===== src/rtl/alu_pkg.sv =====
// Shared ALU constants: datapath widths, operation codes and opcode helpers used by the
// ALU result stage.
package alu_pkg;

  localparam int unsigned ALU_DATA_W = 32;
  localparam int unsigned ALU_OP_W   = 5;

  localparam logic [ALU_OP_W-1:0] OP_ADD  = 5'b00011;
  localparam logic [ALU_OP_W-1:0] OP_SUB  = 5'b00100;
  localparam logic [ALU_OP_W-1:0] OP_SHR  = 5'b00101;
  localparam logic [ALU_OP_W-1:0] OP_SHRA = 5'b00110;
  localparam logic [ALU_OP_W-1:0] OP_SHL  = 5'b00111;
  localparam logic [ALU_OP_W-1:0] OP_ROR  = 5'b01000;
  localparam logic [ALU_OP_W-1:0] OP_ROL  = 5'b01001;
  localparam logic [ALU_OP_W-1:0] OP_AND  = 5'b01010;
  localparam logic [ALU_OP_W-1:0] OP_OR   = 5'b01011;
  localparam logic [ALU_OP_W-1:0] OP_MUL  = 5'b01111;
  localparam logic [ALU_OP_W-1:0] OP_DIV  = 5'b10000;
  localparam logic [ALU_OP_W-1:0] OP_NEG  = 5'b10001;
  localparam logic [ALU_OP_W-1:0] OP_NOT  = 5'b10010;

  // Wide ops produce a result pair that is architecturally committed to HI/LO.
  function automatic logic is_wide(input logic [ALU_OP_W-1:0] op);
    return (op == OP_MUL) || (op == OP_DIV);
  endfunction

endpackage


===== src/rtl/result_fifo.sv =====
// Generic DEPTH-entry register FIFO with push/pop handshakes, synchronous flush and
// occupancy count. The head output reads zero while the FIFO is empty.
module result_fifo #(
  parameter int unsigned WIDTH = 32,
  parameter int unsigned DEPTH = 2
) (
  input  logic                     clk,
  input  logic                     reset_n,
  input  logic                     flush,
  input  logic                     push_valid,
  output logic                     push_ready,
  input  logic [WIDTH-1:0]         push_data,
  output logic                     pop_valid,
  input  logic                     pop_ready,
  output logic [WIDTH-1:0]         pop_data,
  output logic [$clog2(DEPTH):0]   count
);

  localparam int unsigned PtrW = $clog2(DEPTH);
  localparam int unsigned CntW = PtrW + 1;

  logic [WIDTH-1:0] mem_q [DEPTH];
  logic [PtrW-1:0]  wr_ptr_q, rd_ptr_q;
  logic [CntW-1:0]  count_q, count_d;
  logic             push, pop;

  assign push_ready = (count_q != CntW'(DEPTH)) && reset_n;
  assign pop_valid  = (count_q != '0);
  assign pop_data   = pop_valid ? mem_q[rd_ptr_q] : '0;
  assign count      = count_q;

  assign push = push_valid && push_ready;
  assign pop  = pop_valid && pop_ready;

  always_comb begin
    count_d = count_q + CntW'(push) - CntW'(pop);
  end

  always_ff @(posedge clk) begin
    if (!reset_n || flush) begin
      wr_ptr_q <= '0;
      rd_ptr_q <= '0;
      count_q  <= '0;
    end else begin
      // DEPTH is a power of two, so natural pointer overflow is the modulo wrap.
      if (push) wr_ptr_q <= wr_ptr_q + PtrW'(1);
      if (pop)  rd_ptr_q <= rd_ptr_q + PtrW'(1);
      count_q <= count_d;
    end
  end

  always_ff @(posedge clk) begin
    if (push && !flush) mem_q[wr_ptr_q] <= push_data;
  end

endmodule


===== src/rtl/alu_result_stage.sv =====
// ALU result (Z) stage: buffers ALU result pairs, hands them to the bus with valid/ready and
// commits MUL/DIV results to HI/LO on pop. Optional zero/negative flags: ALU_RESULT_FLAGS_EN.
module alu_result_stage
  import alu_pkg::*;
#(
  parameter int unsigned DATA_W = ALU_DATA_W,
  parameter int unsigned OP_W   = ALU_OP_W,
  parameter int unsigned DEPTH  = 2
) (
  input  logic                   clk,
  input  logic                   reset_n,
  input  logic                   in_valid,
  output logic                   in_ready,
  input  logic [OP_W-1:0]        op_in,
  input  logic [DATA_W-1:0]      z_lo_in,
  input  logic [DATA_W-1:0]      z_hi_in,
  input  logic                   flush,
  output logic                   out_valid,
  input  logic                   out_ready,
  output logic [DATA_W-1:0]      out_lo,
  output logic [DATA_W-1:0]      out_hi,
  output logic [OP_W-1:0]        out_op,
  output logic                   out_wide,
`ifdef ALU_RESULT_FLAGS_EN
  output logic                   flag_z,
  output logic                   flag_n,
`endif
  output logic [DATA_W-1:0]      hi_q,
  output logic [DATA_W-1:0]      lo_q,
  output logic [$clog2(DEPTH):0] count
);

`ifdef ALU_RESULT_FLAGS_EN
  localparam int unsigned FlagW = 2;
`else
  localparam int unsigned FlagW = 0;
`endif
  localparam int unsigned EntryW = FlagW + OP_W + 2 * DATA_W;

  logic [EntryW-1:0] push_data, pop_data;
  logic              commit;

`ifdef ALU_RESULT_FLAGS_EN
  logic in_wide, in_flag_z, in_flag_n;

  // Flags are computed once at push so the head outputs stay purely registered.
  always_comb begin
    in_wide   = is_wide(op_in);
    in_flag_z = in_wide ? ({z_hi_in, z_lo_in} == '0) : (z_lo_in == '0);
    in_flag_n = in_wide ? z_hi_in[DATA_W-1] : z_lo_in[DATA_W-1];
  end

  assign push_data = {in_flag_z, in_flag_n, op_in, z_hi_in, z_lo_in};
  assign flag_z    = pop_data[EntryW-1];
  assign flag_n    = pop_data[EntryW-2];
`else
  assign push_data = {op_in, z_hi_in, z_lo_in};
`endif

  result_fifo #(
    .WIDTH (EntryW),
    .DEPTH (DEPTH)
  ) u_fifo (
    .clk        (clk),
    .reset_n    (reset_n),
    .flush      (flush),
    .push_valid (in_valid),
    .push_ready (in_ready),
    .push_data  (push_data),
    .pop_valid  (out_valid),
    .pop_ready  (out_ready),
    .pop_data   (pop_data),
    .count      (count)
  );

  assign out_lo   = pop_data[DATA_W-1:0];
  assign out_hi   = pop_data[2*DATA_W-1:DATA_W];
  assign out_op   = pop_data[2*DATA_W+OP_W-1:2*DATA_W];
  assign out_wide = is_wide(out_op);

  // A pop dropped by flush must not commit either.
  assign commit = out_valid && out_ready && !flush && out_wide;

  always_ff @(posedge clk) begin
    if (!reset_n) begin
      hi_q <= '0;
      lo_q <= '0;
    end else if (commit) begin
      hi_q <= out_hi;
      lo_q <= out_lo;
    end
  end

endmodule


===== config.mk =====
export PLATFORM = sky130hd
export DESIGN_NAME = alu_result_stage
export DESIGN_NICKNAME = d
export VERILOG_FILES = /design/src/rtl/alu_pkg.sv /design/src/rtl/result_fifo.sv /design/src/rtl/alu_result_stage.sv
export SDC_FILE = /design/constraint.sdc
export NUM_CORES = 1
export LEC_CHECK = 0
export CORE_MARGIN = 2
export CORE_UTILIZATION = 40
export DETAILED_ROUTE_END_ITERATION = 16
export PLACE_DENSITY = 0.67
export SKIP_CTS_REPAIR_TIMING = 1
export SLEW_MARGIN = 5
export SYNTH_ARGS = -nofsm -noshare
export SYNTH_HDL_FRONTEND = slang
export SYNTH_SLANG_ARGS = --single-unit

===== constraint.sdc =====
create_clock -name clk -period 10.9 [get_ports clk]
set_input_delay 1.635 -clock clk [delete_from_list [all_inputs] [get_ports clk]]
set_output_delay 1.635 -clock clk [all_outputs]
set_load 0.02 [all_outputs]

### Yosys cells after proc, flatten, opt, wreduce, memory -nomap -nowiden

Memories as Yosys holds them, arrays and structs flattened. A register that Yosys moved wholly into a read port is not among the register bits.
Cells that the tools add are included.

| cells by class | value |
|---|---|
| add/sub/neg operators | 4 |
| eq/ne operators | 3 |
| mux-type cells | 5 |
| reduce and logical (&&, ||, !) cells | 11 |

Operator list:

| kind | count |
|---|---|
| $mux W69 | 1 |
| $logic_and A1 B1 Y1 | 6 |
| $eq A5 B4 Y1 const B | 1 |
| $eq A5 B5 Y1 const B | 1 |
| $mux W1 | 4 |
| $add A1 B1 Y1 const B | 2 |
| $add A2 B1 Y2 | 1 |
| $logic_not A1 Y1 | 2 |
| $logic_or A1 B1 Y1 | 2 |
| $ne A2 B2 Y1 const B | 1 |
| $reduce_bool A2 Y1 | 1 |
| $sub A2 B1 Y2 | 1 |

| word-level totals | value |
|---|---|
| bits of input ports | 74 |
| logic and storage cells | 29 |
| register bits | 68 |
| RAM bits | 138 |
| memories | 1 |
| output and inout bits | 138 |

Memory list:

| name | words | bits a word | read ports | clocked after Yosys merged registers in | write ports | line | RTL |
|---|---|---|---|---|---|---|---|
| u_fifo.mem_q | 2 | 69 | 1 | 1 | 1 | result_fifo.sv:22 | `logic [WIDTH-1:0] mem_q [DEPTH];` |

### Longest topological paths before layout

Gate-level depths: netlist (run 1).

| depth | value |
|---|---|
| depth after elaboration | 6 |
| depth in mapped cells | 7 |
| depth with buffers taken out | 4 |

### By module

A second synthesis (run 1) with hierarchy kept.

| second synthesis, totals | value |
|---|---|
| cells, all modules | 602 |
| area total of the unflattened synthesis | 8091.5 um^2 |

Modules (own cells, without submodules):

| module | seq. area each (um^2) | instances | cells each | area an instance (um^2) |
|---|---|---|---|---|
| result_fifo | 4244.1 | 1 | 321 | 5451.5 |
| alu_result_stage | 1281.2 | 1 | 281 | 2640.0 |

### Least setup slack after synthesis (run 1)

Ideal clock, no wire load.

| timing | value |
|---|---|
| path kind | input-to-reg |
| start point | input port in_valid |
| end point | memory u_fifo.mem_q[1][0] (netlist bit) (enable) |
| setup slack | 3.481 ns |
| setup time | 0.596 ns |
| stages on the path | 2 |
| required time | 10.304 ns |
| arrival time | 6.823 ns |
| buffers on the path | 0 |
| path through | nand3_1 > nor3b_1 |

| on the way | value |
|---|---|
| longest elaborated chain between the ends | 4 |

Ends and longest elaborated chain:

| element | line | RTL |
|---|---|---|
| start: declaration | alu_result_stage.sv:12 | `input logic in_valid,` |
| $logic_and A1 B1 Y1 | result_fifo.sv:32 | `assign push = push_valid && push_ready;` |
| $logic_and A1 B1 Y1 | result_fifo.sv:53 | `if (push && !flush) mem_q[wr_ptr_q] <= push_data;` |
| $mux W1 | result_fifo.sv:53 |  |
| $mux W1 (implied by the code) | result_fifo.sv:53 |  |
| end: declaration | result_fifo.sv:22 |  |

No other way between the ends.

==> results.cfg, run 1 <==
[sta]
rsz0062_at_grt = false
slew-limit-headroom_pct = 46.19
min_period_ps = 4835
fin_crit_sh_pct = 44.36
hold_viol_final = 0
setup_viol = 0
maxSlewViolCount = 0
finalSetupTns_ps = 0
skew_ps = 11.58
max_freq_mhz = 206.8
hold-worst-slack_ps = 454.0
tightest_slew_ps = 807.1

[synth]
synth_common_cells = 138 x edfxtp_1, 133 x mux2i_1, 129 x nand2_1
synth-seq-cells = 207
synthFlopType = edfxtp_1
synthCells = 607
ys_types = 29
synth_fp_nets = 681
synth_warnings = 0
async_reset_ff_share_pct = 0
synth_top_area_share_pct = 51.23
ys_seq_area_share_pct = 68.31
synth_area_leaders = edfxtp_1 51%, dfxtp_1 17%, mux2i_1 16%, nand2_1 6.0%, nor2_1 3.5%
synth_area_leader_cell = edfxtp_1
syn-mean-instance-area_um2 = 13.33
synth_edf_count = 138
synth.most_common_cell = edfxtp_1
netlist_area_um2 = 8089

[final_layout]
fillerInstances = 1707
stdcell_count = 1102
drive_above_1_share_pct = 6.130
antennaDiodeCount = 0
syn2layout_area_growth_pct = 36.94
multi_input_area_um2 = 2320
seqCellArea_um2 = 5529
nets = 890

[setup_path]
critPathMaxStageDelay_ps = 700
setup.worst_path.end = out_wide
crit_type = reg -> out
crit_path_start_kind = flip-flop
path_buf_inv = 2
worstPathCellList = buf_4 > mux2i_2 > nand2_1 > nor2_1 > o21a_1 > clkdlybuf4s50_1
cp_top_family = buffers and inverters
crit_cells = 6
crit_required_ps = 9270
worstPathArrival_ps = 3200
cp_max_fo = 39
rr_worst_depth = 6
r2r_slack_ps = 7460
r2r-end = hi_q[20]
worstSetupEndpointType = output pin
cpMaxStageDelayCell = dfxtp_4

[floorplanning]
ioPinCount = 212
die_h_um = 146.2
die_w_um = 146.2
dieArea_um2 = 21380
placementRows = 52
coreArea_um2 = 20040
start_util_pct = 40.37

[placement]
placed_cells = 1062
io_buffer_count = 211
place.gp.congestion = 0.7314
hpwl_um = 12170

[routing]
drt-met1-wl_um = 7207
topRoutingLayerUsed = met4
routed-via-count = 5227
first_iter_violations = 193
antenna_left = 0
wl_per_cell_um = 16.00
routed_wirelength_um = 17630
drc_errors = 0
wl_met3_um = 975
met2_length_um = 8983
detail_route.vias_per_cell = 4.743
drtPass1Iterations = 6

[global_route]
grt_pass1_wl_um = 27220
antenna_found_initial = 0
overflow = 0
grt_use_total_pct = 15.76
grt_pass1_vias = 5284
grt_start_max_net_pins = 79

[clock_network]
cts.sinks = 207
cts_buffers = 22
clockRootBuffer = clkbuf_16
clk_latency_ps = 490
ctsLongestPathBuffers = 3
cts_tree = done
h-tree-depth = 1
clk_pin_slew_ps = 60

[power_and_ir_drop]
power.density_nw_per_um2 = 151.2
irDropWorstVdd_mv = 0.1161
p_leak_nw = 3.481
finalPower_mw = 1.674

[job]
maxCapViolCount = 0

[status]
status = finished clean

[worst_hold_path]
hold_class = reg -> reg
worst register-to-register path, stage by stage (launching register included):
cell and delay, ps:
dfxtp_4 700, buf_4 690, mux2i_2 410, or4b_1 520, o22ai_4 190, buf_4 540, mux2i_1 310
kinds of logic (layout without fill, tap and decap cells):
kind of cell	Yosys count	in the layout	share of synthesized area [%]
buffers and inverters	37	262	3.326
and+or+nand+nor	218	218	10.67
muxes	135	135	16.81
DFF	207	207	68.31
xor gates and xnor gates	2	2	0.2166
AOI/OAI and AO/OA	8	8	0.6651
metal layers:
metal	vias to the layer above	track usage, %
li1	2535	-
met1	2523	18.49
met2	140	28.84
met3	29	3.688
met4	0	4.515
met5	-	0
registers in the layout (all words and copies together) (netlist names), named ones only:
register	cells
u_fifo.wr_ptr_q	1
hi_q	32
u_fifo.count	2
u_fifo.rd_ptr_q	1
u_fifo.mem_q	138
lo_q	32
worst min path at each step:
stage                    startpoint        end  slack, ps  cells after the start
finish                     hi_q[12]   hi_q[12]        450                      2
global route               hi_q[24]   hi_q[24]        480                      2
CTS                        hi_q[12]   hi_q[12]        460                      2
detailed placement         lo_q[29]   lo_q[29]        450                      2
global placement            lo_q[6]    lo_q[6]        440                      2
floorplan           u_fifo.rd_ptr_q  flip-flop        470                      2
stage by stage:
stage	setup slack (ps)	util, %	area (um^2)
5_1_grt	5889	55.28	11080
3_3_place_gp	6396	51.77	10380
6_report	6065	55.28	11080
4_1_cts	5986	55.28	11080
2_1_floorplan	3481	-	8089
3_5_place_dp	6404	51.77	10380
power breakdown:
group | switching, mW | leakage (nW) | internal, mW | total (mW)
Combinational | 0.0550 | 1.32 | 0.0512 | 0.106
Clock | 0.286 | 0.348 | 0.431 | 0.717
Sequential | 0.00396 | 1.81 | 0.847 | 0.851
Total | 0.345 | 3.48 | 1.33 | 1.67
area by class of cell:
type                            count  area share [%]
Clock buffer                       34           5.840
Timing Repair Buffer              221           19.72
Clock inverter                      6          0.4970
Tap cell                          270           3.050
Sequential cell                   207           49.92
Multi-Input combinational cell    363           20.94
Inverter                            1         0.03389
layout by cell type, fill, tap and decap left out, types with 2 or more instances in the layout:
cell type | Yosys | layout
clkdlybuf4s50_1 | 0 | 210
edfxtp_1 | 138 | 138
mux2i_1 | 133 | 133
nand2_1 | 129 | 129
nor2_1 | 75 | 74
dfxtp_1 | 69 | 68
clkbuf_16 | 0 | 23
buf_4 | 0 | 11
clkbuf_1 | 21 | 8
clkinv_2 | 0 | 5
nand2b_1 | 3 | 3
a21oi_1 | 3 | 3
clkbuf_8 | 0 | 3
xor2_1 | 2 | 2
No activity file was read; power rests on OpenSTA's default activity.
==> run 2, diff against run 1 <==
==> constraint.sdc (replaced) <==
create_clock -name clk -period 4.9 [get_ports clk]
set_input_delay 0.735 -clock clk [delete_from_list [all_inputs] [get_ports clk]]
set_output_delay 0.735 -clock clk [all_outputs]
set_load 0.02 [all_outputs]
==> run 2 against run 1 <==
Against the previous run: routed wire length up 1.8%; worst hold slack improved by 5.4 ps; clock power up 120%; power increased by 120%; final cell count grew 0.18%; clock skew decreased by 6.3 ps; die area stayed put; flip-flop and latch count unchanged; largest cell class unchanged; highest routed layer unchanged.
==> results.cfg, run 2 (synthesis results as in run 1) <==
[status]
status = finished clean

[routing]
routed_wirelength_um = 17940
detail_route.vias_per_cell = 4.738
drc_errors = 0
routed-via-count = 5231
wl_per_cell_um = 16.25
drtPass1Iterations = 4
first_iter_violations = 191
antenna_left = 0

[sta]
min_period_ps = 3993
tightest_slew_ps = 865.0
hold_viol_final = 0
slew-limit-headroom_pct = 42.34
rsz0062_at_grt = false
setup_viol = 0
maxSlewViolCount = 0
skew_ps = 5.264
finalSetupTns_ps = 0
fin_crit_sh_pct = 81.49
hold-worst-slack_ps = 459.4
max_freq_mhz = 250.4

[clock_network]
clk_latency_ps = 490
clockRootBuffer = clkbuf_16
cts_tree = done
cts.sinks = 207
cts_buffers = 23
h-tree-depth = 1
ctsLongestPathBuffers = 3
clk_pin_slew_ps = 60

[final_layout]
multi_input_area_um2 = 2332
layout_commonest_cell = clkdlybuf4s50_1
fillerInstances = 1703
biggestRegsByFlops = u_fifo.mem_q x138, hi_q x32, lo_q x32
syn2layout_area_growth_pct = 36.95
nets = 890
largest_reg_flops = 138
layout_common_cells = 210 x clkdlybuf4s50_1, 138 x edfxtp_1, 133 x mux2i_1, 129 x nand2_1, 74 x nor2_1
regMostFlops = u_fifo.mem_q
drive_above_1_share_pct = 6.002
seqCellArea_um2 = 5529

[floorplanning]
ioPinCount = 212
die_h_um = 146.2
placementRows = 52
die_w_um = 146.2
dieArea_um2 = 21380
coreArea_um2 = 20040
start_util_pct = 40.37

[setup_path]
cpMaxStageDelayCell = nor2_4
worstSetupEndpointType = output pin
crit_type = reg -> out
critPathMaxStageDelay_ps = 700
cp_max_fo = 38
crit_path_start_kind = flip-flop
worstPathCellList = nor2_4 > buf_4 > o211ai_1 > nor2_1 > o21a_1 > clkdlybuf4s50_1
cp_top_family = buffers and inverters
path_buf_inv = 2
crit_required_ps = 4160
r2r_slack_ps = 1450
worstPathArrival_ps = 3260

[worst_hold_path]
hold_class = reg -> reg

[global_route]
grt_use_total_pct = 16.36
grt_start_max_net_pins = 70
antenna_found_initial = 1
grt_pass1_vias = 5394
overflow = 0
grt_pass1_wl_um = 28060

[job]
maxCapViolCount = 0

[power_and_ir_drop]
p_leak_nw = 3.479
finalPower_mw = 3.706
power.density_nw_per_um2 = 334.5
irDropWorstVdd_mv = 0.2954

[placement]
io_buffer_count = 211
place.gp.congestion = 0.7616
hpwl_um = 12440
run 2: cell types whose count changed in the layout (fill, tap and decap cells not counted):
cell	previous run	this run
nor3_4	0	1
clkinv_2	5	6
inv_6	0	1
nor3_2	1	0
nor3b_4	0	1
clkbuf_8	3	1
clkinv_1	0	1
nor3b_2	1	0
clkbuf_1	8	9
diode_2	0	1
buf_4	11	10
run 2: final cells by class:
class | count | share of cell area [%]
flip-flops and latches | 207 | 49.91
inverters | 1 | 0.03388
repair buffers | 220 | 19.65
well taps | 270 | 3.049
diodes | 1 | 0.02259
clock buffers | 33 | 5.625
clock inverters | 9 | 0.6551
multi-input cells | 363 | 21.05
run 2: final timing paths:
| path | start | to | cells after the start |
|---|---|---|---|
| worst max-delay path | u_fifo.count[1] | out_wide | 6 |
| worst min-delay path | lo_q[1] | lo_q[1] | 2 |
| worst max register to register | u_fifo.count[1] | hi_q[9] | 6 |
| worst min register to register | lo_q[1] | lo_q[1] | 2 |
run 2: worst reg2reg max path: cells and delay by family (launching register included):
kind                   cells  cell delay, ps
flip-flops                 1             390
AO/OA/AOI/OAI              2             990
multiplexers               1             270
AND/OR/NAND/NOR            1             700
buffers and inverters      2            1040
run 2: power by group:
part | leakage [nW] | internal (mW) | switching, mW
combinational | 1.32 | 0.114 | 0.123
clock | 0.345 | 0.937 | 0.638
sequential | 1.81 | 1.89 | 0.00876
run 2: per-stage QoR:
| step | util [%] | cell area (um^2) | setup WS (ps) | std cells |
|---|---|---|---|---|
| global placement | 51.80 | 10380 | 1420 | 1061 |
| finish | 55.28 | 11080 | 907.0 | 1104 |
| detailed placement | 51.80 | 10380 | 1329 | 1061 |
| floorplan | - | 8099 | 821.6 | 607 |
| CTS | 55.27 | 11080 | 839.9 | 1103 |
| global route | 55.27 | 11080 | 595.8 | 1103 |
run 2: routing by layer:
metal | global-route usage, % | wire (um)
met1 | 20.54 | 7503
met2 | 28.82 | 8896
met3 | 3.344 | 1027
met4 | 4.563 | 512
met5 | 0 | 0
==> run 3, diff against run 2 <==
--- a/config.mk
+++ b/config.mk
@@ -8,7 +8,7 @@
 export CORE_MARGIN = 2
 export CORE_UTILIZATION = 40
 export DETAILED_ROUTE_END_ITERATION = 16
-export PLACE_DENSITY = 0.67
+export PLACE_DENSITY = 0.69
 export SKIP_CTS_REPAIR_TIMING = 1
 export SLEW_MARGIN = 5
 export SYNTH_ARGS = -nofsm -noshare
==> constraint.sdc (replaced) <==
create_clock -name clk -period 3.29 [get_ports clk]
set_input_delay 0.4935 -clock clk [delete_from_list [all_inputs] [get_ports clk]]
set_output_delay 0.4935 -clock clk [all_outputs]
set_load 0.02 [all_outputs]
==> run 3 against run 2 <==
Against the previous run: sequential power increased by 49%; routed wire length fell by 0.92%; critical endpoint unchanged; register-to-register slack lost 340 ps; final area is 1.0% higher; power is 53% higher; clock power grew 59%; worst hold slack lost 4.1 ps; via count rose by 1.0%; largest power group unchanged; worst setup slack got worse by 750 ps; critical path depth decreased by 1; flip-flop and latch count unchanged.
==> results.cfg, run 3 (synthesis results as in run 1) <==
[final_layout]
multi_input_area_um2 = 2332
syn2layout_area_growth_pct = 38.38
layout_common_cells = 210 x clkdlybuf4s50_1, 138 x edfxtp_1, 133 x mux2i_1, 129 x nand2_1, 74 x nor2_1
nets = 893
biggestRegsByFlops = u_fifo.mem_q x138, hi_q x32, lo_q x32
fillerInstances = 1730
regMostFlops = u_fifo.mem_q
drive_above_1_share_pct = 6.108
seqCellArea_um2 = 5529
post-route-util_pct = 55.86
stdcell_count = 1105
largest_reg_flops = 138
antennaDiodeCount = 0
layout_commonest_cell = clkdlybuf4s50_1

[global_route]
grt_start_max_net_pins = 68
grt_pass1_vias = 5248
grt_use_total_pct = 16.13
gr-max-usage-layer = met2
grt_pass1_wl_um = 27800
grt_use_met2_pct = 27.81
use_met1_pct = 20.04
antenna_found_initial = 0
grt_use_met3_pct = 3.969
overflow = 0

[clock_network]
clk_latency_ps = 490
cts_buffers = 23
clockRootBuffer = clkbuf_16
h-tree-depth = 1
clk_pin_slew_ps = 50
ctsLongestPathBuffers = 3
cts.sinks = 207
cts_tree = done

[power_and_ir_drop]
switching_share_pct = 20.39
clock_power_share_pct = 43.9
irDropWorstVdd_mv = 0.3700
p_leak_nw = 3.519
p_int_mw = 4.508
power.density_nw_per_um2 = 505.9
finalPower_mw = 5.663
p_sw_mw = 1.155
combPwrFrac_pct = 6.4
p_seq_share_pct = 49.8

[sta]
setup_ws_ps = 159.0
rsz0062_at_grt = false
maxSlewViolCount = 0
setup_viol = 0
max_freq_mhz = 319.4
slew-limit-headroom_pct = 53.45
finalSetupTns_ps = 0
fin_crit_sh_pct = 95.17
tightest_slew_ps = 698.2
skew_ps = 10.58
min_period_ps = 3131
hold_viol_final = 0

[floorplanning]
start_util_pct = 40.37
die_w_um = 146.2
dieArea_um2 = 21380
die_h_um = 146.2
placementRows = 52
ioPinCount = 212
coreArea_um2 = 20040

[routing]
routed-via-count = 5285
first_iter_violations = 246
antenna_left = 0
drc_errors = 0
drtPass1Iterations = 4
detail_route.vias_per_cell = 4.783
routed_wirelength_um = 17770
wl_per_cell_um = 16.09

[setup_path]
cpMaxStageDelayCell = or4_1
r2r_slack_ps = 1110
cp_top_family = simple AND/OR/NAND/NOR gates
worstPathArrival_ps = 2640
crit_required_ps = 2800
worstPathCellList = nor2_4 > or4_1 > nor3_1 > o21a_1 > clkdlybuf4s50_1
crit_cells = 5
critPathMaxStageDelay_ps = 620
path_buf_inv = 1
crit_path_start_kind = flip-flop
rr_worst_depth = 5
cp_max_fo = 10
worstSetupEndpointType = output pin
crit_type = reg -> out

[placement]
hpwl_um = 11520
io_buffer_count = 211
place.gp.congestion = 0.8105
placed_cells = 1064
dp_slack_ps = 627.2

[worst_hold_path]
min_path_cells = 2
hold_class = reg -> reg

[status]
status = finished clean

[job]
maxCapViolCount = 0
run 3: layer usage:
| metal | share of wire, % | routed length [um] |
|---|---|---|
| met4 | 2.5 | 439 |
| met5 | 0 | 0 |
| met3 | 6.5 | 1162 |
| met2 | 49 | 8631 |
| met1 | 42 | 7541 |
run 3: worst register-to-register path, delay by kind of cell (launching register included):
| family | cells | cell delay, ps |
|---|---|---|
| mux | 2 | 590 |
| simple gates | 1 | 540 |
| flops | 1 | 420 |
| buf+inv | 1 | 300 |
| compound gates | 1 | 260 |
run 3: path summary, 6_finish.rpt:
kind                                  to            start
worst max-delay path            out_wide  u_fifo.count[1]
worst min-delay path            lo_q[24]         lo_q[24]
worst max register to register  hi_q[20]        flip-flop
worst min register to register  lo_q[24]         lo_q[24]
run 3: power groups by stage:
stage                     Sequential (mW)  Combinational (mW)  Clock (mW)
after floorplan                      2.87               0.159           0
after global placement               2.87               0.357           0
after detailed placement             2.87               0.362           0
after CTS                            2.82               0.364        2.55
after global routing                 2.82               0.386        2.66
final                                2.82               0.360        2.49
run 3: per-stage QoR:
step	instance area, um^2	hold WS, ps
finish	11190	455.3
global route	11190	471.3
CTS	11190	456.1
detailed placement	10450	446.0
global placement	10450	442.0
floorplan	8112	472.5
run 3: layout make-up:
cell class | instances | share of cell area, %
clock buffers | 34 | 5.869
clock inverters | 7 | 0.7154
multi-input cells | 363 | 20.84
flip-flops and latches | 207 | 49.40
inverters | 1 | 0.03353
well taps | 270 | 3.018
repair buffers | 223 | 20.13
